`config.mk`:
```
export PLATFORM = sky130hd
export DESIGN_NAME = mem_line_arbiter
export DESIGN_NICKNAME = d
export VERILOG_FILES = /design/src/rtl/mem_line_arbiter_pkg.sv /design/src/rtl/mem_line_arbiter_pick.sv /design/src/rtl/mem_line_arbiter.sv
export SDC_FILE = /design/constraint.sdc
export NUM_CORES = 1
export LEC_CHECK = 0
export CORE_AREA = 2 2 643 645
export DETAILED_ROUTE_END_ITERATION = 8
export DIE_AREA = 0 0 645 647
export PLACE_DENSITY = 0.3
export SLEW_MARGIN = 20
export SYNTH_ARGS = -nofsm -noshare
export SYNTH_HDL_FRONTEND = slang
export SYNTH_SLANG_ARGS = --single-unit
export TNS_END_PERCENT = 100
```
`constraint.sdc`:
```
create_clock -name clk -period 2 [get_ports clk]
set_input_delay 0.4 -clock clk [delete_from_list [all_inputs] [get_ports clk]]
set_output_delay 0.4 -clock clk [all_outputs]
set_load 0.03 [all_outputs]
```
`src/rtl/mem_line_arbiter_pkg.sv`:
```
// rtl/mem_line_arbiter_pkg.sv - shared types and helpers for the cacheline arbiter
package mem_line_arbiter_pkg;

  typedef logic [255:0] line_t;
  typedef logic [31:0]  rv32i_word;

  typedef enum logic [1:0] {
    IDLE    = 2'd0,
    BUSY_I  = 2'd1,
    BUSY_D  = 2'd2,
    RECOVER = 2'd3
  } arb_state_t;

  localparam logic [3:0] STARVE_MAX = 4'd15;

  // Adaptor works on whole lines, so the byte offset is never forwarded.
  function automatic rv32i_word line_align(input rv32i_word addr);
    return {addr[31:5], 5'b0_0000};
  endfunction

endpackage

```
`src/rtl/mem_line_arbiter_pick.sv`:
```
// rtl/mem_line_arbiter_pick.sv - combinational winner select with starvation bound
module mem_line_arbiter_pick #(
  parameter int STARVE_LIMIT = 2
) (
  input  logic       i_icache_act,
  input  logic       i_dcache_act,
  input  logic [3:0] i_starve_cnt,
  output logic       o_grant_i,
  output logic       o_grant_d
);

  // Dcache wins contested cycles until the icache has lost STARVE_LIMIT in a row.
  always_comb begin
    o_grant_i = 1'b0;
    o_grant_d = 1'b0;
    if (i_icache_act && i_dcache_act) begin
      if (i_starve_cnt >= 4'(STARVE_LIMIT)) begin
        o_grant_i = 1'b1;
      end else begin
        o_grant_d = 1'b1;
      end
    end else begin
      o_grant_i = i_icache_act;
      o_grant_d = i_dcache_act;
    end
  end

endmodule

```
`src/rtl/mem_line_arbiter.sv`:
```
// rtl/mem_line_arbiter.sv - icache/dcache arbiter in front of the cacheline adaptor
module mem_line_arbiter
  import mem_line_arbiter_pkg::*;
#(
  parameter int STARVE_LIMIT = 2
) (
  input  logic         clk,
  input  logic         rst,
  input  logic [31:0]  instr_cache_address,
  input  logic         instr_cache_read,
  input  logic         instr_cache_write,
  input  logic [255:0] instr_cache_to_pmem,
  output logic [255:0] instr_pmem_to_cache,
  output logic         instr_cache_resp,
  input  logic [31:0]  data_cache_address,
  input  logic         data_cache_read,
  input  logic         data_cache_write,
  input  logic [255:0] data_cache_to_pmem,
  output logic [255:0] data_pmem_to_cache,
  output logic         data_cache_resp,
  output logic [31:0]  cache_address,
  output logic         cache_read,
  output logic         cache_write,
  output logic [255:0] cache_to_pmem,
  input  logic [255:0] pmem_to_cache,
  input  logic         cache_resp
);

  arb_state_t r_state;
  arb_state_t w_state_next;
  logic [3:0] r_starve_cnt;
  rv32i_word  r_cache_address;
  logic       r_cache_read;
  logic       r_cache_write;
  line_t      r_cache_to_pmem;

  logic w_icache_act;
  logic w_dcache_act;
  logic w_grant_i;
  logic w_grant_d;
  logic w_idle;
  logic w_busy;

  assign w_icache_act = instr_cache_read | instr_cache_write;
  assign w_dcache_act = data_cache_read | data_cache_write;
  assign w_idle       = (r_state == IDLE);
  assign w_busy       = (r_state == BUSY_I) || (r_state == BUSY_D);

  mem_line_arbiter_pick #(
    .STARVE_LIMIT (STARVE_LIMIT)
  ) u_pick (
    .i_icache_act (w_icache_act),
    .i_dcache_act (w_dcache_act),
    .i_starve_cnt (r_starve_cnt),
    .o_grant_i    (w_grant_i),
    .o_grant_d    (w_grant_d)
  );

  // Next-state: grants only from IDLE, one RECOVER cycle after every response.
  always_comb begin
    w_state_next = r_state;
    case (r_state)
      IDLE: begin
        if (w_grant_i) begin
          w_state_next = BUSY_I;
        end else if (w_grant_d) begin
          w_state_next = BUSY_D;
        end
      end
      BUSY_I, BUSY_D: begin
        if (cache_resp) begin
          w_state_next = RECOVER;
        end
      end
      RECOVER: w_state_next = IDLE;
      default: w_state_next = IDLE;
    endcase
  end

  // State register.
  always_ff @(posedge clk) begin
    if (rst) begin
      r_state <= IDLE;
    end else begin
      r_state <= w_state_next;
    end
  end

  // Starvation counter: counts contested dcache wins, cleared by any icache win.
  always_ff @(posedge clk) begin
    if (rst) begin
      r_starve_cnt <= 4'd0;
    end else if (w_idle && w_grant_i) begin
      r_starve_cnt <= 4'd0;
    end else if (w_idle && w_grant_d && w_icache_act && (r_starve_cnt != STARVE_MAX)) begin
      r_starve_cnt <= r_starve_cnt + 4'd1;
    end
  end

  // Downstream command: latched at grant, held through BUSY, op dropped on response.
  always_ff @(posedge clk) begin
    if (rst) begin
      r_cache_address <= '0;
      r_cache_read    <= 1'b0;
      r_cache_write   <= 1'b0;
      r_cache_to_pmem <= '0;
    end else if (w_idle && w_grant_i) begin
      r_cache_address <= line_align(instr_cache_address);
      r_cache_to_pmem <= instr_cache_to_pmem;
      r_cache_write   <= instr_cache_write;
      r_cache_read    <= instr_cache_read & ~instr_cache_write;
    end else if (w_idle && w_grant_d) begin
      r_cache_address <= line_align(data_cache_address);
      r_cache_to_pmem <= data_cache_to_pmem;
      r_cache_write   <= data_cache_write;
      r_cache_read    <= data_cache_read & ~data_cache_write;
    end else if (w_busy && cache_resp) begin
      r_cache_read    <= 1'b0;
      r_cache_write   <= 1'b0;
    end
  end

  assign cache_address = r_cache_address;
  assign cache_read    = r_cache_read;
  assign cache_write   = r_cache_write;
  assign cache_to_pmem = r_cache_to_pmem;

  // Read data fans out to both caches; only the done strobe is steered.
  assign instr_pmem_to_cache = pmem_to_cache;
  assign data_pmem_to_cache  = pmem_to_cache;
  assign instr_cache_resp    = (r_state == BUSY_I) && cache_resp;
  assign data_cache_resp     = (r_state == BUSY_D) && cache_resp;

endmodule

```
==> results, run 1 <==
- The flow ran to the end, but the final reports show violations.
- The final reports fail on design-rule violations, negative setup slack.
- The highest metal layer used by the detailed router is met5.
- The maximum clock insertion buffer count is 3.
- Measured along the y axis, the die boundary spans 647 µm.
- The worst-skew pair later-pin latency is 0.71 ns.
- The top cell types in the final layout, fill and taps aside, are 571 x sky130_fd_sc_hd__clkdlybuf4s50_1, 288 x sky130_fd_sc_hd__nor2_1, 287 x sky130_fd_sc_hd__dfxtp_1, 283 x sky130_fd_sc_hd__a222oi_1, 249 x sky130_fd_sc_hd__dlygate4sd2_1.
- The launch point of the worst reg-to-reg path is r_starve_cnt[0].
- Walking the worst path, the cells encountered are inv_2, ha_4, or4_4, a211oi_4, buf_12, buf_16, buf_12, buf_12, buf_16, a222oi_1, nor2_1.
- The width of the die is 645 µm.
- The category of the worst setup path capture point is a register.
- The count of routing violations after the opening detailed-route iteration is 2382.
- The initialized floorplan defines 236 standard-cell rows.
- Across every metal layer, demand over resource in global routing totals 9.02%.
- The mean routed wirelength per cell is 26.8 µm.
- The total area inside the core boundary comes to 0.411 mm².
- The cell type of the slowest stage on the worst timing path is sky130_fd_sc_hd__or4_4.
- The terminus of the critical flop-to-flop path is cache_to_pmem[72].
- The routability-driven placement congestion ratio is 0.752.
- The worst hold path belongs to the class primary input to register.
- The netlist uses 35 different library cells.
- The cell at the root of the clock tree is sky130_fd_sc_hd__clkbuf_16.
- In the synthesized netlist the dominant register cell turns out to be sky130_fd_sc_hd__dfxtp_1.
- Setup repair after global routing could not meet its margin everywhere.
- The reg2reg setup slack is -0.21 ns.
- The number of buffers and inverters on the critical path is 6.
- Among the stages of the critical path, the cell type that occurs most often is sky130_fd_sc_hd__buf_12.
- The total overflow left after global routing is 0.
- Clock skew on the completed layout was measured at 0.0573 ns.
- The startpoint type of the worst setup path is a register.
- The initial antenna violation count is 77.
- The endpoint of the worst hold path is cache_to_pmem[120].
- At the end of the flow the core is filled with cells to 7.13%.
- The arrival time at the worst endpoint is 2.80 ns.
- Before antenna repair, the detailed router went through 9 iterations.
- In this run the remaining antenna-violating nets after routing total 0.
- The category of the critical setup timing path is register to register.
- Clock tree synthesis found a total of 291 sinks.
- The maximum fanout along the worst path is 8.
- The initial utilization of the core area, before any placement, comes to 3.54%.
- The met3 wirelength from detailed routing is 42800 µm.
- The total length of routed met2 wires is 96800 µm.
- The number of hold-slack violations in the final timing report is 0.
- The clock tree from TritonCTS is done.
- In this run the tool buffered the top-level ports with 859 buffer cells.
- The via count of the first global-routing pass is 15000.
- Summed over all cells, the static leakage comes to 10.1 nW.
- The final critical-path setup slack is -0.207 ns.
- The fraction of final layout cells sized beyond drive strength 1 is 13.4%.
- The H-tree depth reported by CTS is 2.
- Detailed placement ended at an HPWL of 171000 µm.
- The DRC violation count after routing is 2.
- The number of maximum-capacitance violations is 0.
- The number of warning messages in the yosys log is 0.
- On the critical path the largest part of the delay comes from buffers and inverters.
- The number of cells traversed by the worst hold path is 2.
- The startpoint identified for the worst hold timing path is rst.
- Setup violations remaining at the end of the flow were counted as 273.
- The number of CTS-inserted buffers is 45.
- The die covers 0.417 mm².
- The max-slew violation total from the final report is 0.
- The delay of the slowest critical-path stage is 0.44 ns.
- Clock-pin slew was measured on the worst setup and hold paths at 0.06 ns.
- Compared with the post-synthesis result, the final layout area differs by 102%.
- In this run the power density over the cells is 1350 mW/mm².
- The mapped netlist covers 0.0145 mm².
- For this design, the CTS-stage hold fixing added 0 buffers.
- The sequential cell area fraction in the yosys report is 40.1%.
- The routed wire length is 202000 µm.
- In the finished design, the share of the clock period the worst path needs comes to 110%.
- In the synthesized netlist the async set-or-reset flop fraction comes to 0%.
- Counting I/O delays and the setup requirement, the final critical path takes 2.21 ns.
- The first-pass GRT wire length is 231000 µm.
- The peak supply drop is 0.549 mV.
- The number of instances in the synthesized netlist is 1555.
- The top-level port count is 1643.
- Static timing analysis puts the maximum clock frequency at 453 MHz.
- The maximum number of pins on one net before global-route repair is 60.
- The minimum setup slack after placement is -0.599 ns.
- The net total in the final layout is 2821.
- The most common cell after layout, fill and taps aside is sky130_fd_sc_hd__clkdlybuf4s50_1.
- The overall power after layout is 39.5 mW.
- The met1 routed wirelength after detailed routing is 49700 µm.
- At the worst endpoint, the required time is 2.59 ns.
- The number of cells on the worst reg-to-reg path is 11.
- Counting flops with a built-in enable in the synthesized netlist gives 0.
- The synthesized design contains 291 register bits.
- The number of vias after detailed routing is 15700.
- The synthesized area divided by synthesized cell count is 9.35 µm².
- Using the TritonRoute via totals, the vias-per-cell ratio works out to 2.08.
[repair_timing]
item                                    in CTS  in global routing
resized for setup                          408                 27
cloned                                      23                 12
setup buffers                               35                 15
pin swaps                                   22                 53
hold endpoints to repair                     0                  0
endpoints found under the setup margin     563                286
[per-layer routing]
layer / vias up / global-route usage [%]
li1: 6180 / -
met1: 7340 / 6.40
met2: 1674 / 15.4
met3: 419 / 8.94
met4: 62 / 4.16
met5: - / 1.11
[flip-flops by register name, indices dropped and copies added (netlist names)]
name,count
cache_address,27
cache_read,1
r_state,2
cache_to_pmem,256
r_starve_cnt,4
cache_write,1
[synthesized netlist by cell type (2+ instances only)]
master	number	area share, %
sky130_fd_sc_hd__buf_4	517	27
sky130_fd_sc_hd__dfxtp_1	291	40
sky130_fd_sc_hd__nor2_1	288	7.4
sky130_fd_sc_hd__a222oi_1	283	19
sky130_fd_sc_hd__clkbuf_1	92	2.4
sky130_fd_sc_hd__buf_2	26	0.90
sky130_fd_sc_hd__inv_1	9	0.23
sky130_fd_sc_hd__buf_6	7	0.54
sky130_fd_sc_hd__ha_1	6	0.52
sky130_fd_sc_hd__a21oi_1	4	0.14
sky130_fd_sc_hd__and2_1	2	0.086
sky130_fd_sc_hd__nand2_1	2	0.052
sky130_fd_sc_hd__nand3_1	2	0.069
sky130_fd_sc_hd__nor3_1	2	0.069
sky130_fd_sc_hd__o21a_1	2	0.10
sky130_fd_sc_hd__o221ai_1	2	0.12
sky130_fd_sc_hd__or2_2	2	0.086
[how the worst max path moves through the flow]
stage	start	endpoint	depth (start not counted)
after floorplan	r_starve_cnt[0]	cache_to_pmem[178]	8
after global placement	instr_cache_write	cache_to_pmem[155]	7
after CTS	r_starve_cnt[0]	cache_to_pmem[204]	10
after detailed placement	instr_cache_read	cache_to_pmem[79]	7
final	r_starve_cnt[0]	cache_to_pmem[72]	11
after global routing	r_starve_cnt[0]	cache_to_pmem[5]	11
[cell type report]
cell class | count | area [µm²]
inverter | 9 | 33.8
multi-input combinational | 617 | 4350
fill | 48200 | 382000
timing repair buffer | 1012 | 10700
tap | 5474 | 6850
antenna | 47 | 118
clock inverter | 14 | 170
clock buffer | 65 | 1270
sequential | 291 | 5830
[stage by stage]
stage / cells / instance area [µm²] / hold slack [ns] / TNS, ns
detailed placement: 7332 / 26500 / 0.487 / -134.77
global route: 7520 / 29300 / 0.133 / -61.28
global placement: 7332 / 26500 / 0.487 / -129.03
floorplan: 1559 / 14600 / 0.462 / 0
finish: 7529 / 29300 / 0.170 / -31.19
CTS: 7469 / 29000 / 0.0975 / -46.04
[where the power goes]
group	internal [mW]	switching, mW	leakage [nW]	total (mW)
registers	7.85	1.25	2.40	9.11
clock network	4.69	3.46	0.701	8.15
logic	9.51	12.7	6.96	22.2
total	22.0	17.4	10.1	39.5
[worst register-to-register path, cell delays in order, from the launching register on]
cell and delay (ns):
sky130_fd_sc_hd__dfxtp_2 0.33, sky130_fd_sc_hd__inv_2 0.05, sky130_fd_sc_hd__ha_4 0.15, sky130_fd_sc_hd__or4_4 0.44
sky130_fd_sc_hd__a211oi_4 0.25, sky130_fd_sc_hd__buf_12 0.15, sky130_fd_sc_hd__buf_16 0.15, sky130_fd_sc_hd__buf_12 0.19
sky130_fd_sc_hd__buf_12 0.12, sky130_fd_sc_hd__buf_16 0.13, sky130_fd_sc_hd__a222oi_1 0.07, sky130_fd_sc_hd__nor2_1 0.12
[logic make-up after synthesis]
family | count (synthesis) | synth area share [%]
buf+inv | 651 | 30.7
compound gates | 302 | 20.6
simple gates | 303 | 8.02
fa+ha+maj | 6 | 0.516
other cells | 1 | 0.0258
flops | 291 | 40.1
xor+xnor | 1 | 0.0603
Power figures use the tool's default switching activity.
==> inputs of run 2 (changes only) <==
- CTS_CLUSTER_DIAMETER: not set -> 150
==> results, run 2 (synthesized netlist as in run 1, its figures left out) <==
- The library cell used most frequently in the layout, excluding fill and tap cells, is sky130_fd_sc_hd__clkdlybuf4s50_1.
- The share of the cycle needed by the critical path after routing is 112% (+1.4 points).
- The count of routing violations after the opening detailed-route iteration is 2389 (+0.29%).
- The sequential standard cell area came to 0.00583 mm² (about the same).
- The count of filler cells inserted in the layout is 48200 (-0.052%).
- The part of the power in registers is 22.6% (-0.5 points).
- The initial antenna violation count is 75 (-2.6%).
- The worst clock skew on the final layout is 0.0394 ns (-0.0179 ns).
- The routed wire length was 204000 µm (+1.4%).
- The internal power summed over all cells was 22.5 mW (+2.0%).
- The net switching component of the power is 17.7 mW (+1.5%).
- Setup repair after global routing could not meet its margin everywhere.
- The startpoint type of the worst setup path is a register.
- The first-pass iteration count of the detailed router is 9 (unchanged).
- The number of buffers added on ports is 859 (unchanged).
- The fmax is 448 MHz (-1.2%).
- The total clock sinks is 291 (unchanged).
- The cell total after placement is 7332 (unchanged).
- The number of vias per cell is 2.09 (+0.61%).
- The overall power after layout was 40.2 mW (+1.8%).
- The number of cells on the worst reg-to-reg path is 11 (unchanged).
- TritonCTS built the clock tree.
- The path class of the tightest hold or removal check is primary input to register.
- The peak supply drop is 0.583 mV (+6.2%).
- The final critical path time including I/O delays and setup came to 2.23 ns (+0.0273 ns).
- The category of the critical setup timing path is register to register.
- The net total in the final layout is 2843 (+0.78%).
- The width of the die came to 645 µm (unchanged).
- The via count of the first global-routing pass is 15200 (+1.3%).
- The number of maximum-capacitance violations is 0 (unchanged).
- The maximum clock insertion buffer count is 3 (unchanged).
- The routability-driven placement congestion ratio is 0.752 (unchanged).
- In this run the critical register-to-register path is launched from r_starve_cnt[0].
- The flow ran to the end, but the final reports show violations.
- The category of the worst setup path capture point is a register.
- The top-level port count was 1643 (unchanged).
- From synthesis to final layout, the design area changed by 105%.
- The utilization after layout is 7.24% (+0.11 points).
- The number of rows in the core area is 236 (unchanged).
- The max-slew violation total from the final report came to 0 (unchanged).
- The number of flip-flops under the largest register name came to 256 (unchanged).
- The number of cells in the finished layout apart from fillers is 7542 (+0.17%).
- The overall die area is 0.417 mm² (unchanged).
- Leaving out fill and tap cells, the most frequent cells in the layout are 571 x sky130_fd_sc_hd__clkdlybuf4s50_1, 288 x sky130_fd_sc_hd__nor2_1, 286 x sky130_fd_sc_hd__dfxtp_1, 283 x sky130_fd_sc_hd__a222oi_1, 240 x sky130_fd_sc_hd__dlygate4sd2_1.
- The fraction of final layout cells sized beyond drive strength 1 is 14.5% (+1.1 points).
- The critical path starts at r_starve_cnt[0].
- The area used by multi-input combinational logic is 0.00436 mm² (+0.23%).
- The static leakage was 10.2 nW (+1.6%).
- The arrival time at the worst endpoint is 2.85 ns (+0.05 ns).
- The total track usage is 9.18% (+0.16 points).
- The mean routed wirelength per cell is 27.1 µm (+1.2%).
- The power share of the combinational group is 57.3% (+1.0 points).
- The first-pass GRT wire length is 235000 µm (+1.7%).
- The endpoint required time on the critical path is 2.61 ns (+0.02 ns).
- The starting density of the core is 3.54% (unchanged).
- The placed wire-length estimate is 171000 µm (unchanged).
- The total negative slack is -31.81 ns (-0.616 ns).
- The relative contribution of the clock network to total power was 20.1% (-0.5 points).
- The clock-pin slew of the registers on the worst-case setup and hold paths was 0.06 ns (about the same).
- The origin of the worst min-delay path is rst.
- The net switching fraction of the power is 44.1% (-0.13 points).
- The total power per unit cell area came to 1350 mW/mm² (+0.28%).
- The area of the core is 0.411 mm² (unchanged).
- The H-tree depth reported by CTS is 2 (unchanged).
- The count of antenna-violating nets left after detailed routing came to 0 (unchanged).
- The final critical-path setup slack is -0.234 ns (-0.0273 ns).
- The number of cells traversed by the worst hold path is 2 (unchanged).
- The number of hold-slack violations in the final timing report came to 0 (unchanged).
- The maximum number of pins on one net before global-route repair is 60 (unchanged).
- The total setup violations reported at the end of the flow was 280 (+2.6%).
- The number of CTS-inserted buffers is 46 (+2.2%).
- The DRC violation count after routing is 9 (+7).
- The cell at the root of the clock tree is sky130_fd_sc_hd__clkbuf_16.
- The number of vias after detailed routing is 15800 (+0.78%).
- The hold buffer count at cts is 0 (unchanged).
- The checks that failed: design-rule violations, negative setup slack.
- The final global-route overflow total was 0 (unchanged).
- The maximum fanout along the worst path is 6 (-2).
- The worst-skew pair later-pin latency is 0.69 ns (-0.02 ns).
- The chip height is 647 µm (unchanged).
[run 2: cell count changes in the layout (fill, tap and decap cells not counted), moves of 7 or more]
cell,delta
sky130_fd_sc_hd__buf_8,+8
sky130_fd_sc_hd__buf_16,+13
sky130_fd_sc_hd__diode_2,-10
sky130_fd_sc_hd__buf_6,+7
sky130_fd_sc_hd__clkdlybuf4s15_1,+7
sky130_fd_sc_hd__dlygate4sd2_1,-9
[run 2: cell type report]
class | instances | share of cell area [%]
repair buffers | 1033 | 37.4
well taps | 5474 | 23.0
flip-flops and latches | 291 | 19.6
multi-input cells | 617 | 14.7
clock buffers | 66 | 4.36
clock inverters | 15 | 0.513
diodes | 37 | 0.311
inverters | 9 | 0.114
[run 2: final timing paths]
kind,slack (ns),to
setup / recovery,-0.23,cache_to_pmem[83]
setup reg to reg,-0.23,cache_to_pmem[83]
hold reg to reg,0.49,cache_write
hold / removal,0.16,cache_to_pmem[120]
[run 2: power by group through the flow]
stage	clock [mW]	sequential, mW	combinational [mW]
after global placement	0	9.17	19.0
after CTS	8.53	9.07	23.7
final	8.07	9.10	23.0
after global routing	8.64	9.31	24.2
after floorplan	0	12.9	7.61
after detailed placement	0	9.20	19.0
[run 2: metal layers]
layer	GRT usage [%]	wire (µm)	part of all wire, %	vias to the layer above
met5	1.19	989	0.48	-
met4	4.22	11100	5.4	60
met3	8.72	42300	21	425
met2	15.7	98400	48	1708
met1	6.76	51500	25	7385
li1	-	-	-	6220
[run 2: metrics by stage]
step	setup WS (ns)	hold WS (ns)	area (µm²)
3_5_place_dp	-0.599	0.487	26500
3_3_place_gp	-0.551	0.487	26500
2_1_floorplan	0.0170	0.462	14600
6_report	-0.234	0.158	29700
4_1_cts	-0.248	0.0971	29700
5_1_grt	-0.343	0.131	29700
[run 2: worst max-delay path, stage by stage (launching register included)]
cell and delay [ns]:
sky130_fd_sc_hd__dfxtp_2 0.33, sky130_fd_sc_hd__inv_2 0.05, sky130_fd_sc_hd__ha_4 0.15, sky130_fd_sc_hd__or4_4 0.44
sky130_fd_sc_hd__a211oi_4 0.29, sky130_fd_sc_hd__buf_12 0.15, sky130_fd_sc_hd__buf_16 0.14, sky130_fd_sc_hd__buf_8 0.12
sky130_fd_sc_hd__buf_12 0.14, sky130_fd_sc_hd__clkbuf_16 0.18, sky130_fd_sc_hd__a222oi_1 0.07, sky130_fd_sc_hd__nor2_1 0.09
[run 2: timing repair]
item	in CTS	in global routing
pin swaps	51	47
gates resized for setup	475	22
setup buffers	58	7
cloned	36	7
endpoints found under the setup margin	563	290
==> inputs of run 3 (changes only) <==
- CORE_AREA: 2 2 643 645 -> 2 2 645 647
- DIE_AREA: 0 0 645 647 -> 0 0 647 649
- clock period: 2 -> 2.4 ns (I/O delays scaled with it)
==> results, run 3 (synthesized netlist as in run 1, its figures left out) <==
- The flow ran to the end, but the final reports show violations.
- The final reports fail on design-rule violations.
- The endpoint required time on the critical path was 1.92 ns (-0.69 ns).
- The number of buffers and inverters on the critical path is 1 (-5).
- The count of antenna-violating nets left after detailed routing is 0 (unchanged).
- TritonCTS built the clock tree.
- The peak supply drop is 0.515 mV (-12%).
- The maximum fanout along the worst path was 2 (-4).
- The worst setup path is launched from a register.
- The arrival time at the worst endpoint is 1.85 ns (-1.00 ns).
- The H-tree depth reported by CTS is 2 (unchanged).
- The pin slew with the least headroom to its limit is 0.671 ns.
- The fraction of final layout cells sized beyond drive strength 1 is 9.65% (-4.9 points).
- The routability-driven placement congestion ratio is 0.815 (+8.4%).
- The starting density of the core is 3.52% (-0.013 points).
- The number of buffers added on ports is 859 (unchanged).
- The most common cell after layout, fill and taps aside is sky130_fd_sc_hd__clkdlybuf4s50_1.
- The routed wire length is 184000 µm (-9.7%).
- The number of rows in the core area is 236 (unchanged).
- The clock-pin slew of the registers on the worst-case setup and hold paths came to 0.06 ns (about the same).
- The maximum clock insertion buffer count is 3 (unchanged).
- The via count of the first global-routing pass is 14900 (-2.2%).
- The overall die area is 0.420 mm² (+0.62%).
- The total setup violations reported at the end of the flow is 0 (-100%).
- The maximum number of pins on one net before global-route repair is 69 (+15%).
- The cell total after placement is 7342 (+0.14%).
- The worst-skew pair later-pin latency is 0.70 ns (about the same).
- The placed wire-length estimate is 161000 µm (-5.7%).
- The number of vias after detailed routing is 15000 (-5.1%).
- The count of routing violations after the opening detailed-route iteration is 2328 (-2.6%).
- The count of filler cells inserted in the layout was 48200 (+0.089%).
- Broken down by cell family, the worst path's largest delay share belongs to buffers and inverters.
- The area growth from synthesis to final layout is 96.0%.
- The initial antenna violation count is 62 (-17%).
- The top-level port count is 1643 (unchanged).
- The worst clock skew on the final layout was 0.0410 ns (+0.00161 ns).
- The delay of the slowest critical-path stage is 0.73 ns (+0.29 ns).
- The first-pass iteration count of the detailed router was 9 (unchanged).
- The area of the core came to 0.413 mm² (+0.36%).
- The number of cells in the finished layout apart from fillers is 7447 (-1.3%).
- Setup repair after global routing could not meet its margin everywhere.
- The total power per unit cell area is 1110 mW/mm² (-18%).
- The number of hold-slack violations in the final timing report is 0 (unchanged).
- The cell type of the slowest stage on the worst timing path is sky130_fd_sc_hd__clkdlybuf4s50_1.
- The number of flip-flops under the largest register name came to 256 (unchanged).
- The chip height is 649 µm (+0.31%).
- The final critical path time including I/O delays and setup is 2.33 ns.
- The hold buffer count at cts is 0 (unchanged).
- In the layout the commonest cells are 819 x sky130_fd_sc_hd__clkdlybuf4s50_1, 291 x sky130_fd_sc_hd__dfxtp_1, 288 x sky130_fd_sc_hd__nor2_1, 283 x sky130_fd_sc_hd__a222oi_1, 65 x sky130_fd_sc_hd__buf_4.
- The final global-route overflow total is 0 (unchanged).
- The static leakage was 8.77 nW (-14%).
- After layout, the worst path uses 97.1% of the clock period.
- The total negative slack is 0 ns (+31.81 ns).
- The width of the die is 647 µm (+0.31%).
- The number of CTS-inserted buffers is 46 (unchanged).
- The mean routed wirelength per cell is 24.8 µm (-8.6%).
- The total track usage came to 8.27% (-0.91 points).
- The class of the most critical hold timing path is primary input to register.
- The worst setup path is of the register to output port kind.
- The DRC violation count after routing is 19 (+10).
- Traced cell by cell, the critical path runs through clkdlybuf4s50_1.
- The number of maximum-capacitance violations is 0 (unchanged).
- The worst hold margin came to 0.239 ns (+0.0805 ns).
- The first-pass GRT wire length is 215000 µm (-8.3%).
- The total clock sinks is 291 (unchanged).
- The max-slew violation total from the final report is 0 (unchanged).
- The normalized max-slew margin is 55.3%.
- In this run the clock root is driven by a sky130_fd_sc_hd__clkbuf_16.
- STA classifies the critical path endpoint as an output port.
- Timing would allow up to 429 MHz.
- The net total in the final layout came to 2771 (-2.5%).
- The number of vias per cell came to 2.01 (-3.9%).
## run 3: cell count changes in the layout (fill, tap and decap cells not counted), moves of 5 or more
cell / change
sky130_fd_sc_hd__buf_12: -6
sky130_fd_sc_hd__buf_16: -31
sky130_fd_sc_hd__buf_6: -18
sky130_fd_sc_hd__buf_8: -16
sky130_fd_sc_hd__clkdlybuf4s15_1: -16
sky130_fd_sc_hd__clkdlybuf4s15_2: -21
sky130_fd_sc_hd__clkdlybuf4s50_1: +248
sky130_fd_sc_hd__dfxtp_1: +5
sky130_fd_sc_hd__diode_2: -23
sky130_fd_sc_hd__dlygate4sd2_1: -213
## run 3: worst paths after layout
check	from	to	slack [ns]	cells after the start
worst min-delay path	rst	cache_to_pmem[84]	0.24	2
worst max-delay path	cache_to_pmem[104]	cache_to_pmem[104]	0.07	1
worst max register to register	r_starve_cnt[0]	cache_to_pmem[159]	0.13	10
worst min register to register	cache_read	cache_read	0.49	2
## run 3: what timing repair did
action / CTS / global route
cloned: 0 / 6
endpoints found under the setup margin: 60 / 146
resized for setup: 29 / 6
setup buffers: 4 / 0
pin swaps: 0 / 1
## run 3: report_power, final
group	total (mW)	switching, mW	leakage (nW)	internal (mW)
Sequential	7.64	1.10	2.40	6.54
Combinational	16.9	9.72	5.64	7.15
Clock	7.00	3.00	0.726	4.01
Total	31.5	13.8	8.77	17.7
## run 3: layout make-up
| cell class | count | area (µm²) | area share (%) |
|---|---|---|---|
| antenna | 14 | 35.0 | 0.123 |
| clock buffer | 70 | 1350 | 4.74 |
| clock inverter | 11 | 164 | 0.575 |
| inverter | 9 | 33.8 | 0.119 |
| multi-input combinational | 617 | 4290 | 15.1 |
| sequential | 291 | 5830 | 20.4 |
| tap | 5474 | 6850 | 24.0 |
| timing repair buffer | 961 | 9940 | 34.9 |
## run 3: per-stage QoR
step | cell area (µm²) | worst slack, ns | total power, mW | util [%]
detailed placement | 26700 | -0.242 | 24.2 | 6.48
CTS | 28300 | 0.0000833 | 31.7 | 6.86
global route | 28500 | -0.0158 | 33.2 | 6.90
global placement | 26700 | -0.238 | 24.2 | 6.48
floorplan | 14600 | 0.417 | 17.1 | -
finish | 28500 | 0.0707 | 31.5 | 6.91
## run 3: layer usage
layer | part of all wire (%) | GRT usage, %
met3 | 21 | 7.84
met4 | 4.3 | 3.64
met5 | 0.33 | 0.789
met2 | 47 | 13.7
met1 | 27 | 6.51
